`src/rtl/vend_pkg.sv`:
```
// rtl/vend_pkg.sv - shared quarter-unit, coin, error and FSM encodings for the vending coin path
package vend_pkg;

  typedef enum logic [3:0] {
    Q0, Q1, Q2, Q3, Q4, Q5, Q6, Q7, Q8, Q_INVALID
  } quarter_t;

  typedef enum logic [1:0] {
    COIN_NONE = 2'b00,
    COIN_Q25  = 2'b01,
    COIN_Q50  = 2'b10,
    COIN_Q100 = 2'b11
  } coin_sel_t;

  typedef enum logic [1:0] {
    ERRC_NONE         = 2'd0,
    ERRC_BAD_INPUT    = 2'd1,
    ERRC_INSUFFICIENT = 2'd2,
    ERRC_TIMEOUT      = 2'd3
  } err_code_t;

  typedef enum logic [2:0] {
    ST_IDLE, ST_CALC, ST_REQ, ST_WAIT_LOW, ST_GAP, ST_DONE, ST_ERR
  } disp_state_t;

  function automatic logic [3:0] coin_value(input logic [1:0] sel);
    case (sel)
      COIN_Q100: coin_value = 4'd4;
      COIN_Q50:  coin_value = 4'd2;
      COIN_Q25:  coin_value = 4'd1;
      default:   coin_value = 4'd0;
    endcase
  endfunction

endpackage

```
`src/rtl/coin_greedy_sel.sv`:
```
// rtl/coin_greedy_sel.sv - largest coin not exceeding the amount owed, plus its value in quarters
module coin_greedy_sel
  import vend_pkg::*;
(
  input  logic [3:0] amount,
  output logic [1:0] sel,
  output logic [3:0] value
);

  always_comb begin
    if (amount >= Q4)
      sel = COIN_Q100;
    else if (amount >= Q2)
      sel = COIN_Q50;
    else if (amount >= Q1)
      sel = COIN_Q25;
    else
      sel = COIN_NONE;
    value = coin_value(sel);
  end

endmodule

```
`src/rtl/change_dispenser.sv`:
```
// rtl/change_dispenser.sv - pays credit-price change one coin at a time over a req/ack handshake
module change_dispenser
  import vend_pkg::*;
#(
  parameter int GAP_CYCLES  = 4,
  parameter int ACK_TIMEOUT = 1000,
  parameter int CNT_W       = 10
) (
  input  logic       clk,
  input  logic       rst,
  input  logic       start,
  input  logic [3:0] credit,
  input  logic [3:0] price,
  input  logic       coin_ack,
  output logic       coin_req,
  output logic [1:0] coin_sel,
  output logic [3:0] change_left,
  output logic       busy,
  output logic       done,
  output logic       err,
  output logic [1:0] err_code
);

  disp_state_t      state, state_n;
  logic [3:0]       credit_q, credit_q_n, price_q, price_q_n;
  logic [3:0]       change_left_n;
  logic [1:0]       coin_sel_n, err_code_n;
  logic             coin_req_n, busy_n, done_n, err_n;
  logic [CNT_W-1:0] cnt, cnt_n, cnt_inc;
  logic             timeout_hit, gap_hit;
  logic [3:0]       diff, greedy_in, greedy_value, left_after;
  logic [1:0]       greedy_sel;

  assign diff        = credit_q - price_q;
  assign cnt_inc     = cnt + CNT_W'(1);
  assign timeout_hit = (cnt_inc == CNT_W'(ACK_TIMEOUT));
  assign gap_hit     = (cnt_inc == CNT_W'(GAP_CYCLES));
  // change_left is stable through REQ/WAIT_LOW, so its greedy value is the coin in flight
  assign greedy_in   = (state == ST_CALC) ? diff : change_left;
  assign left_after  = change_left - greedy_value;

  coin_greedy_sel u_greedy (
    .amount (greedy_in),
    .sel    (greedy_sel),
    .value  (greedy_value)
  );

  always_ff @(posedge clk or negedge rst) begin
    if (!rst) begin
      state       <= ST_IDLE;
      credit_q    <= '0;
      price_q     <= '0;
      change_left <= '0;
      coin_sel    <= COIN_NONE;
      coin_req    <= 1'b0;
      busy        <= 1'b0;
      done        <= 1'b0;
      err         <= 1'b0;
      err_code    <= ERRC_NONE;
      cnt         <= '0;
    end else begin
      state       <= state_n;
      credit_q    <= credit_q_n;
      price_q     <= price_q_n;
      change_left <= change_left_n;
      coin_sel    <= coin_sel_n;
      coin_req    <= coin_req_n;
      busy        <= busy_n;
      done        <= done_n;
      err         <= err_n;
      err_code    <= err_code_n;
      cnt         <= cnt_n;
    end
  end

  always_comb begin
    state_n       = state;
    credit_q_n    = credit_q;
    price_q_n     = price_q;
    change_left_n = change_left;
    coin_sel_n    = coin_sel;
    coin_req_n    = coin_req;
    busy_n        = busy;
    done_n        = 1'b0;
    err_n         = 1'b0;
    err_code_n    = err_code;
    cnt_n         = cnt;

    case (state)
      ST_IDLE: begin
        if (start) begin
          credit_q_n = credit;
          price_q_n  = price;
          err_code_n = ERRC_NONE;
          busy_n     = 1'b1;
          cnt_n      = '0;
          state_n    = ST_CALC;
        end
      end

      ST_CALC: begin
        if (credit_q > Q8 || price_q > Q8) begin
          err_n      = 1'b1;
          err_code_n = ERRC_BAD_INPUT;
          state_n    = ST_ERR;
        end else if (price_q > credit_q) begin
          err_n      = 1'b1;
          err_code_n = ERRC_INSUFFICIENT;
          state_n    = ST_ERR;
        end else begin
          change_left_n = diff;
          if (diff == Q0) begin
            done_n  = 1'b1;
            state_n = ST_DONE;
          end else begin
            coin_sel_n = greedy_sel;
            coin_req_n = 1'b1;
            cnt_n      = '0;
            state_n    = ST_REQ;
          end
        end
      end

      ST_REQ: begin
        cnt_n = cnt_inc;
        if (coin_ack) begin
          coin_req_n = 1'b0;
          cnt_n      = '0;
          state_n    = ST_WAIT_LOW;
        end else if (timeout_hit) begin
          coin_req_n = 1'b0;
          coin_sel_n = COIN_NONE;
          err_n      = 1'b1;
          err_code_n = ERRC_TIMEOUT;
          state_n    = ST_ERR;
        end
      end

      ST_WAIT_LOW: begin
        cnt_n = cnt_inc;
        if (!coin_ack) begin
          change_left_n = left_after;
          coin_sel_n    = COIN_NONE;
          cnt_n         = '0;
          if (left_after == Q0) begin
            done_n  = 1'b1;
            state_n = ST_DONE;
          end else begin
            state_n = ST_GAP;
          end
        end else if (timeout_hit) begin
          // ack stuck high: the coin never completed, so it is not deducted
          coin_sel_n = COIN_NONE;
          err_n      = 1'b1;
          err_code_n = ERRC_TIMEOUT;
          state_n    = ST_ERR;
        end
      end

      ST_GAP: begin
        cnt_n = cnt_inc;
        if (gap_hit) begin
          coin_sel_n = greedy_sel;
          coin_req_n = 1'b1;
          cnt_n      = '0;
          state_n    = ST_REQ;
        end
      end

      ST_DONE: begin
        busy_n  = 1'b0;
        state_n = ST_IDLE;
      end

      ST_ERR: begin
        busy_n  = 1'b0;
        state_n = ST_IDLE;
      end

      default: state_n = ST_IDLE;
    endcase
  end

endmodule
```
`config.mk`:
```
export PLATFORM = sky130hd
export DESIGN_NAME = change_dispenser
export DESIGN_NICKNAME = d
export VERILOG_FILES = /design/src/rtl/vend_pkg.sv /design/src/rtl/coin_greedy_sel.sv /design/src/rtl/change_dispenser.sv
export SDC_FILE = /design/constraint.sdc
export NUM_CORES = 1
export LEC_CHECK = 0
export ABC_AREA = 1
export CORE_MARGIN = 10
export CORE_UTILIZATION = 35
export CTS_CLUSTER_DIAMETER = 50
export DETAILED_ROUTE_END_ITERATION = 7
export PLACE_DENSITY_LB_ADDON = 0.15
export RECOVER_POWER = 50
export SETUP_SLACK_MARGIN = 0.3
export SLEW_MARGIN = 10
export SYNTH_ARGS = -nofsm -noshare
export SYNTH_HDL_FRONTEND = slang
export SYNTH_SLANG_ARGS = --single-unit
```
`constraint.sdc`:
```
create_clock -name clk -period 4.84 [get_ports clk]
set_clock_uncertainty 0.15 [all_clocks]
set_input_delay 0.726 -clock clk [delete_from_list [all_inputs] [get_ports clk]]
set_output_delay 0.726 -clock clk [all_outputs]
set_load 0.05 [all_outputs]
```
After elaboration in Yosys (flattened, before gate mapping)
Cells that the tools add are included.
- logic and storage cells: 123
- output and inout bits: 12
- bits in registers: 33
- eq/ne operators: 21
- muxes and demuxes: 63
- add/subtract/negate cells: 3
- order comparisons: 6
- reduce and logical (&&, ||, !) cells: 19
- operators with widths (cell ; number):
    $mux 10 ; 7
    $pmux 10 s5 ; 1
    $mux 2 ; 15
    $mux 3 ; 8
    $mux 1 ; 19
    $mux 4 ; 4
    $ne 2x2->1 const B ; 8
    $pmux 2 s4 ; 2
    $pmux 3 s5 ; 1
    $reduce_and 6->1 ; 2
    $add 10x1->10 const B ; 1
    $eq 10x10->1 const B ; 1
    $eq 10x3->1 const B ; 1
    $reduce_and 5->1 ; 2
    $eq 3x3->1 const B ; 3
    $pmux 3 s3 ; 1
    $gt 4x4->1 const B ; 2
    $logic_not 4->1 ; 2
    $pmux 4 s2 ; 1
    $reduce_bool 4->1 ; 2
    $sub 4x4->4 ; 2
    $eq 3x2->1 const B ; 2
    $pmux 1 s3 ; 2
    $reduce_and 2->1 ; 3
    other kinds (17) ; 20

Logic depth before layout (Yosys ltp)
- depth after elaboration: 13
- depth in mapped cells: 18
- gate-level depth less buffers: 18

Modules after synthesis
A second synthesis with hierarchy kept.
- cells, all modules: 312
- area total of the unflattened synthesis: 2270.9 um2
- by module, submodules not included (module ; area an instance (um2) ; instances ; cells each):
    change_dispenser ; 2219.6 ; 1 ; 300
    coin_greedy_sel ; 51.3 ; 1 ; 12

Worst setup path after synthesis
No wires, ideal clock.
- kind: flip-flop to flip-flop
- start point: register credit_q[0]
- end point: register state[0]
- cell stages (with the launch flop): 19
- arrival: 2936 ps
- data required time: 4617 ps
- library setup time: 73 ps
- clock period less this slack: 3159 ps
- buffers on the path: 0
- path slack: 1681 ps
- cell sequence: dfrtp_1 -> inv_1 -> ha_1 -> inv_1 -> fa_1 -> xnor2_1 -> nor2_1 -> a21oi_1 -> nand3_1 -> nor3_1 -> ha_1 -> inv_1 -> fa_1 -> xor2_1 -> nor3b_1 -> nand3_1 -> o21ai_1 -> nor2_1 -> a21oi_2
- cells in the longest elaborated chain, start to end: 13
- elaborated cells on any way between the ends: 24
- classes of those cells: add/sub (2); order compare (5); eq/ne (3); mux (11); reduce/logical (3)
- RTL lines (what ; RTL line ; RTL):
    from (decl) ; change_dispenser.sv:25 ; logic [3:0] credit_q, credit_q_n, price_q, price_q_n;
    from (signal assigned) ; change_dispenser.sv:63 ; credit_q <= credit_q_n;
    $sub 4x4->4 ; change_dispenser.sv:34 ; assign diff = credit_q - price_q;
    $mux 4 ; change_dispenser.sv:39 ; assign greedy_in = (state == ST_CALC) ? diff : change_left;
    $ge 4x1->1 ; coin_greedy_sel.sv:15 ; else if (amount >= Q1)
    $mux 1 ; coin_greedy_sel.sv:15 ;
    $mux 2 ; coin_greedy_sel.sv:13 ; else if (amount >= Q2)
    $mux 2 ; coin_greedy_sel.sv:11 ; if (amount >= Q4)
    $eq 2x1->1 / $eq 2x2->1 (equally long branches) ; vend_pkg.sv:27 ; case (sel)
    $pmux 3 s3 ; vend_pkg.sv:27 ;
    $sub 4x4->4 ; change_dispenser.sv:40 ; assign left_after = change_left - greedy_value;
    $logic_not 4->1 ; change_dispenser.sv:145 ; if (left_after == Q0) begin
    $mux 1 ; change_dispenser.sv:145 ;
    $mux 3 ; change_dispenser.sv:141 ; if (!coin_ack) begin
    $pmux 3 s5 * ; change_dispenser.sv:89 ; case (state)
    to (signal assigned) ; change_dispenser.sv:62 ; state <= state_n;
    to (decl) ; change_dispenser.sv:24 ; disp_state_t state, state_n;
Every way passes the cells marked *; elsewhere a longest branch is shown, timed or not.
A chain may end at the register's enable or synchronous reset.

Worst setup path in the final report
Same ends and word-level chain as after synthesis.

==> flow_summary_export.csv <==
group,metric,value,unit
logic_synthesis,seq_area_frac_synth,0.363,
worst_setup_path,startpoint_type,"register",
sta,tightest_slew,1.80,ns
die,row_count,29,
clocking,cts.reportedPaths.clkPinSlew,0.07,ns
run,maxCapViolCount,1,
logic_synthesis,syn-cell-area,2280,µm²
worst_setup_path,r2r-start,"credit_q[0]",
routing,vias_per_cell,4.78,
die,core_area,6350,µm²
cells_and_area,final_cell_area,2670,µm²
cells_and_area,area_growth,17.3,%
pwr,power_density,192,nW/µm²
pwr,total_power,0.512,mW
logic_synthesis,ys_warn_count,0,
routing,final_antenna_net_count,0,
grt,grt.total_usage,0.109,
sta,max_slew_margin,-0.201,
die,io_pins,24,
clocking,hold_buffers,0,
routing,avgRoutedWirePerCell,12.9,µm
logic_synthesis,syn_area_per_cell,7.47,µm²
die,dieArea,10100,µm²
clocking,cts-root-buf,"clkbuf_8",
sta,max_freq,290,MHz
worst_setup_path,rrSetupSlack,1.39,ns
grt,grt_max_degree,34,
clocking,cts_max_level,2,
run_status,violations,"max-capacitance violations, max-slew violations",
grt,overflow,0,
worst_setup_path,slowest_delay,0.40,ns
worst_setup_path,cp-endpoint,"state[0]",
pwr,p_leak,1.36,nW
worst_setup_path,critPathMostFrequentCell,"inv_1",
routing,dr.first_iter.drc_count,67,
worst_setup_path,endpoint_kind,"register",
routing,firstDrtPassIters,4,
clocking,cts_resized,0,
clocking,post_cts_buffers,0,
die,die_h,101,µm
logic_synthesis,synth_cells,305,
grt,grt_pass1_wl,8870,µm
placement,placed_cell_area,2590,µm²
sta,setup_viol,0,
logic_synthesis,synth-seq-cells,33,
logic_synthesis,synth_cell_types,35,
clocking,clock-sinks,33,
clocking,clock_latency,0.30,ns
worst_setup_path,path_class,"register to register",
worst_setup_path,cp_slowest_cell,"fa_1",
sta,rsz0062_at_grt,"no",
cells_and_area,final_cells,410,
routing,vias,1959,
cells_and_area,drive_above_1_share,0.144,
die,start_util,0.359,
cells_and_area,layout_common_cells,"78 x nand2_1, 35 x inv_1, 34 x nor2_1",
cells_and_area,fin_nets,355,
pwr,peakVddDrop,0.107,mV
worst_setup_path,r2r.worst_path.cells,18,
cells_and_area,n_antenna_cell,0,
placement,numPortBuffers,23,
clocking,numCtsBuffers,5,
sta,setup_tns,0,ns
worst_setup_path,reg2reg_to,"state[0]",
placement,pre_cts_ws,1.40,ns
logic_synthesis,synth_nets,327,
clocking,tritoncts,"done",
sta,whs,0.327,ns
sta,min_period,3.45,ns
run_status,outcome,"complete, but fails checks",
clocking,clock_path_buffers,2,
die,die_w,101,µm
sta,hold_viol_final,0,
grt,grt_pass1_vias,1878,
worst_setup_path,crit_fanout,4,
placement,gp_congestion,0.873,
worst_setup_path,worstPathCellList,"inv_1 -> ha_1 -> inv_1 -> fa_1 -> xnor2_1 -> nor2_1 -> a21oi_1 -> nand3_1 -> nor3_1 -> ha_1 -> inv_1 -> fa_1 -> xor2_1 -> nor3b_1 -> nand3_1 -> o21ai_1 -> nor2_1 -> a21oi_2",
placement,hpwlAfterDp,4130,µm
worst_setup_path,crit_required,4.91,ns
cells_and_area,layout_commonest_cell,"nand2_1",
sta,finalMaxSlewViolations,34,
worst_setup_path,cp-startpoint,"credit_q[0]",
routing,wl,5280,µm
cells_and_area,final_core_util,0.420,
placement,dp_cells,403,
routing,drcViolationCount,0,
grt,antenna_found_initial,0,
worst_setup_path,cp.arrival,3.53,ns
worst_hold_path,hold_class,"register to register",
sta,post-route-period-util,0.714,
sta,setup_ws,1.39,ns
## power by group
part | internal (mW) | switching (mW)
combinational | 0.00781 | 0.00707
sequential | 0.276 | 0
clock | 0.113 | 0.108
## synthesized netlist by cell type, drive strengths merged
| cell type | instances | area [µm²] |
|---|---|---|
| xor2 | 2 | 17.5 |
| xnor2 | 1 | 8.76 |
| nand2 | 92 | 395 |
| a31oi | 1 | 6.26 |
| buf | 3 | 23.8 |
| nor3 | 3 | 15.0 |
| nand3b | 2 | 15.0 |
| nor2 | 43 | 199 |
| nand4 | 2 | 12.5 |
| nand3 | 31 | 203 |
| o21bai | 1 | 7.51 |
| nor3b | 1 | 7.51 |
| a221oi | 1 | 8.76 |
| inv | 41 | 154 |
| fa | 2 | 40.0 |
| mux2 | 4 | 45.0 |
| a21oi | 12 | 67.6 |
| dfrtp | 33 | 826 |
| o211ai | 3 | 22.5 |
| o21ai | 15 | 75.1 |
| ha | 8 | 100 |
| o22ai | 2 | 12.5 |
| o21a | 2 | 15.0 |
## cells by family (layout without fill, tap and decap cells)
logic type	Yosys count	in the layout	synth area share
AOI/OAI and AO/OA	37	37	0.0945
xor gates and xnor gates	3	3	0.0115
adders and majority gates	10	10	0.0615
buffers and inverters	44	72	0.0780
DFF	33	33	0.363
muxes	4	4	0.0198
and+or+nand+nor	174	174	0.372
## sequential cells by signal (all words and copies together) (netlist names)
signal	count
err	1
coin_req	1
err_code	2
done	1
credit_q	4
price_q	4
state	3
coin_sel	2
cnt	10
change_left	4
busy	1
## critical path, delay by kind of cell (launching register included)
family / cells / cell delay [ns]
compound gates: 3 / 0.34
xor+xnor: 2 / 0.52
fa+ha+maj: 4 / 1.09
buf+inv: 3 / 0.20
flops: 1 / 0.36
simple gates: 6 / 0.74
## metal layers
metal	global-route usage	vias up	routed length (µm)
met5	0	-	0
li1	-	1033	-
met2	0.179	32	2570
met1	0.135	886	2480
met4	0.0326	0	46
met3	0.0281	8	187
## worst min path at each step
stage,startpoint,end,slack (ns),cells past startpoint
after detailed placement,coin_sel[0],coin_sel[0],0.32,2
after floorplan,rst,busy,0.28,0
final,coin_sel[0],coin_sel[0],0.33,2
after CTS,coin_sel[0],coin_sel[0],0.33,2
after global placement,coin_sel[1],coin_sel[1],0.32,2
after global routing,coin_sel[0],coin_sel[0],0.35,2
## final cells by class
cell class | count | area (µm²)
multi-input cells | 228 | 1270
clock buffers | 7 | 86.3
well taps | 77 | 96.3
fillers | 650 | 3680
flip-flops and latches | 33 | 826
inverters | 41 | 154
repair buffers | 24 | 234
Note: power is estimated with default switching activity, not from simulation.
